**src/rtl/imem_loader.sv**
```systemverilog
// imem_loader: streams file-reader words into instruction memory at
// consecutive word addresses, holds the CPU in reset until the program
// is loaded plus a settling delay, and reloads on a Start pulse.
module imem_loader #(
    parameter int          DEPTH_LOG2    = 8,
    parameter logic [31:0] BASE_ADDR     = 32'h0040_0000,
    parameter int          RELEASE_DELAY = 4
) (
    input  logic                  Clk,
    input  logic                  Rst,
    input  logic [31:0]           Word_in,
    input  logic                  Word_valid,
    input  logic                  End_file,
    input  logic                  Start,
    output logic                  Mem_wr,
    output logic [31:0]           Mem_addr,
    output logic [31:0]           Mem_wdata,
    output logic                  Cpu_rst,
    output logic                  Load_done,
    output logic [DEPTH_LOG2:0]   Word_count,
    output logic                  Overflow
);

    localparam int CW = DEPTH_LOG2 + 1;
    localparam logic [CW-1:0] CAP = {1'b1, {DEPTH_LOG2{1'b0}}};
    // Delay counter only has to reach RELEASE_DELAY-1.
    localparam int DW = (RELEASE_DELAY > 1) ? $clog2(RELEASE_DELAY) : 1;
    localparam logic [DW-1:0] DLAST = DW'(RELEASE_DELAY - 1);

    typedef enum logic [1:0] {LOAD, HOLD, RUN, ERROR} state_t;

    state_t        state, state_n;
    logic [DW-1:0] dcnt, dcnt_n;
    logic          wr_n, ovf_n;
    logic [31:0]   addr_n, wdata_n;
    logic [CW-1:0] count_n;

    // State and all registered outputs; Rst returns everything to load-start values.
    always_ff @(posedge Clk or negedge Rst) begin
        if (!Rst) begin
            state      <= LOAD;
            dcnt       <= '0;
            Mem_wr     <= 1'b0;
            Mem_addr   <= BASE_ADDR;
            Mem_wdata  <= '0;
            Cpu_rst    <= 1'b0;
            Load_done  <= 1'b0;
            Word_count <= '0;
            Overflow   <= 1'b0;
        end else begin
            state      <= state_n;
            dcnt       <= dcnt_n;
            Mem_wr     <= wr_n;
            Mem_addr   <= addr_n;
            Mem_wdata  <= wdata_n;
            Cpu_rst    <= (state_n == RUN);
            Load_done  <= (state_n == RUN);
            Word_count <= count_n;
            Overflow   <= ovf_n;
        end
    end

    // Next-state and next-output values; address/data hold when idle.
    always_comb begin
        state_n = state;
        dcnt_n  = dcnt;
        wr_n    = 1'b0;
        addr_n  = Mem_addr;
        wdata_n = Mem_wdata;
        count_n = Word_count;
        ovf_n   = Overflow;
        case (state)
            LOAD: begin
                if (Word_valid && (Word_count == CAP)) begin
                    // Overflow wins over a simultaneous End_file.
                    ovf_n   = 1'b1;
                    state_n = ERROR;
                end else begin
                    if (Word_valid) begin
                        wr_n    = 1'b1;
                        wdata_n = Word_in;
                        addr_n  = BASE_ADDR + (32'(Word_count) << 2);
                        count_n = Word_count + 1'b1;
                    end
                    if (End_file) begin
                        state_n = HOLD;
                        dcnt_n  = '0;
                    end
                end
            end
            HOLD: begin
                if (dcnt == DLAST) state_n = RUN;
                else               dcnt_n  = dcnt + 1'b1;
            end
            RUN, ERROR: begin
                if (Start) begin
                    state_n = LOAD;
                    count_n = '0;
                    ovf_n   = 1'b0;
                    addr_n  = BASE_ADDR;
                end
            end
            default: state_n = LOAD;
        endcase
    end

endmodule

```
**config.mk**
```make
export PLATFORM = sky130hd
export DESIGN_NAME = imem_loader
export DESIGN_NICKNAME = d
export VERILOG_FILES = /design/src/rtl/imem_loader.sv
export SDC_FILE = /design/constraint.sdc
export NUM_CORES = 1
export LEC_CHECK = 0
export CAP_MARGIN = 25
export CORE_AREA = 10 10 78 80
export CTS_BUF_LIST = sky130_fd_sc_hd__clkbuf_2
export DETAILED_ROUTE_END_ITERATION = 7
export DIE_AREA = 0 0 88 90
export DONT_BUFFER_PORTS = 1
export GPL_ROUTABILITY_DRIVEN = 0
export GPL_TIMING_DRIVEN = 1
export PLACE_DENSITY = 0.75
export SLEW_MARGIN = 25
export SYNTH_ARGS = -nofsm -noshare
export SYNTH_HDL_FRONTEND = slang
export SYNTH_SLANG_ARGS = --single-unit
```
**constraint.sdc**
```tcl
create_clock -name Clk -period 1.9 [get_ports Clk]
set_input_delay 0.19 -clock Clk [delete_from_list [all_inputs] [get_ports Clk]]
set_output_delay 0.19 -clock Clk [all_outputs]
set_load 0.1 [all_outputs]
```
==> flow_summary.ini, run 1 <==
[route]
detail_route.first_pass.iterations = 4
drc = 0
avgViaCountPerCell = 5.230
drt_iter0_markers = 59
routed_length_per_instance_microns = 19.27
dr_total_vias = 1888
drt-total-wl_mm = 6.955
antenna_violating_nets_remaining = 0

[setup_path]
worst_path_largest_cell_delay_ps = 440
critical-path-slowest-cell = sky130_fd_sc_hd__dfrtp_4
timing.critical_path.fanout_max = 32
cp.buffers_inverters = 2
crit_path_cell_trace = inv_2 -> ha_2 -> and4bb_2 -> a21boi_4 -> buf_12 -> mux2_2
critical_path_class = flip-flop to flip-flop
cp_data_arrival_time_ps = 2160
worstPathRequired_ps = 2250
worst_setup_path_start_kind = flip-flop
worst_path_dominant_cell_family = flip-flops
crit_path_end_kind = flip-flop

[timing]
finalCritPeriodShare_pct = 95.61
hold_viol_final = 0
max_freq_mhz = 550.5
setup-violations-final = 0
grt_setup_unrepaired = false
timing.final.max_slew_violations = 0
final.setup.tns_ps = 0
tightestPinTransition_ps = 546.5
max_slew_margin_pct = 63.87
final.setup_skew_ps = 16.59
final.min_clock_period_ps = 1817

[placement]
placed_area_sq_um = 2999
numPlacedInstances = 310
place_hpwl_mm = 4.485
io_buffer_count = 0

[grt]
global_route_wire_length_before_repair_mm = 10.90
total_gr_overflow = 0
gr-usage-all-layers_pct = 17.23
number_of_antenna_violations_at_the_first_check_in_global_routing = 1
largest_net_degree_at_the_start_of_global_routing = 58
first_global_vias = 2017

[synthesis]
number_of_register_bits_inferred_by_synthesis = 57
yosys_warnings = 0
synthesis.instances = 209
syn_area_per_cell_sq_um = 12.19
yosys.cell_types.count = 34
ys_seq_area_share_pct = 55.99
synth_area_sq_um = 2547

[clock_network]
cts_made_buffers = 9
cts_tree = done
clock_insertion_delay_worst_skew_ps = 460
cts_max_level = 3
path_clk_slew_ps = 150
cts_buffer_depth = 2
clock-sinks = 57
cts-root-buf = sky130_fd_sc_hd__clkbuf_2

[layout]
mostFrequentLayoutCell = sky130_fd_sc_hd__buf_4
nets = 342
drive_above_1_share_pct = 40.39
layout_common_cells = sky130_fd_sc_hd__buf_4, sky130_fd_sc_hd__dfrtp_1, sky130_fd_sc_hd__dlygate4sd3_1
post-route-cell-area_sq_um = 3523
synthToLayoutAreaGrowth_pct = 38.31
antenna_cells_inserted = 0
final_core_util_pct = 76.63
final_instance_count_excl_fillers = 361

[floorplan]
core_area_sq_um = 4598
placement_rows = 25
dieHeight_microns = 90
dieWidth_microns = 88
num_io_pins = 114
die_area_sq_um = 7920
floorplan.initialDensity_pct = 55.40

[worst_hold_path]
hp-class = primary input to flip-flop

[job]
maxCapViolations = 0

[outcome]
outcome = finished clean
cell families (layout without fill, tap and decap cells):
kind of cell	Yosys count	count (layout)	synth area share (%)
mux	35	35	15.37
flops	57	57	55.99
other cells	2	23	0.2948
buf+inv	35	112	9.381
xor+xnor	2	2	0.6877
compound gates	25	25	6.484
fa+ha+maj	3	3	1.474
simple gates	50	50	10.31
flip-flops by register name (all words and copies together) (netlist names):
register    count
Mem_wr          1
Mem_wdata      32
Word_count      9
Load_done       1
Overflow        1
dcnt            2
state           2
Mem_addr        9
what timing repair did:
action	in CTS	in global routing
endpoints found under the hold margin	96	0
gates resized for setup	0	0
hold buffers	35	0
setup buffers	0	0
path summary, 6_finish.rpt:
kind,startpoint,end,slack (ps),cells past startpoint
max,Word_count[0],Mem_wdata[28],80,6
min,Start,Word_count[7],80,2
max reg2reg,Word_count[0],Mem_wdata[28],80,6
min reg2reg,Overflow,Overflow,510,2
max in group asynchronous,Rst,Word_count[5],1370,2
min in group asynchronous,Rst,Mem_wdata[14],260,2
through the flow:
| step | hold WS (ps) | setup WS (ps) |
|---|---|---|
| floorplan | -105.6 | -63.47 |
| global placement | -103.5 | 140.0 |
| detailed placement | -103.6 | 106.7 |
| CTS | 28.78 | 98.41 |
| global route | 47.61 | 26.70 |
| finish | 79.86 | 83.33 |
Yosys cell counts, drive strengths merged:
library cell	number	area share, %
buf	30	8.6
o211ai	1	0.29
and2	1	0.25
ha	3	1.5
a211oi	1	0.29
dfrtp	57	56
a21oi	3	0.59
nand4	3	0.74
nor3b	2	0.79
inv	3	0.44
nor4bb	1	0.39
o21ai	10	2.0
xor2	2	0.69
mux2	33	15
a22o	2	0.69
and4bb	1	0.49
a21o	2	0.59
nand2	30	4.4
a31oi	1	0.25
a211o	1	0.34
a21boi	1	0.74
mux2i	2	0.79
and4	3	1.0
conb	2	0.29
nor4	1	0.49
o22ai	3	0.74
and4b	1	0.39
nand3	2	0.39
and3	2	0.49
nor2	3	0.44
clkbuf	2	0.29
cell type report:
| type | instances | area (sq um) |
|---|---|---|
| Tap cell | 54 | 67.56 |
| Sequential cell | 57 | 1444 |
| Timing Repair Buffer | 93 | 828.3 |
| Clock buffer | 10 | 50.05 |
| Inverter | 3 | 11.26 |
| Fill cell | 282 | 1075 |
| Multi-Input combinational cell | 138 | 1016 |
| Clock inverter | 6 | 106.4 |
per-layer routing:
| metal | wire length, microns | GRT usage [%] | vias up |
|---|---|---|---|
| li1 | - | - | 865 |
| met1 | 2822 | 21.47 | 931 |
| met2 | 3260 | 25.73 | 81 |
| met3 | 794 | 7.310 | 9 |
| met4 | 65 | 6.383 | 2 |
| met5 | 13 | 0 | - |
worst register-to-register path, stage by stage (launching register included):
cell and delay (ps):
sky130_fd_sc_hd__dfrtp_4 440, sky130_fd_sc_hd__inv_2 40, sky130_fd_sc_hd__ha_2 150, sky130_fd_sc_hd__and4bb_2 260, sky130_fd_sc_hd__a21boi_4 220, sky130_fd_sc_hd__buf_12 240, sky130_fd_sc_hd__mux2_2 370
Power of run 1 is not shown: default switching activity piles up to over one toggle a cycle in this logic, so the estimate is an artifact.
==> run 2: changes to the inputs <==
- CAP_MARGIN: 25 -> 20
==> results of run 2 <==
The final DEF is identical to that of run 1; final timing and power are the same.
Power of run 2 is left out for the same reason.
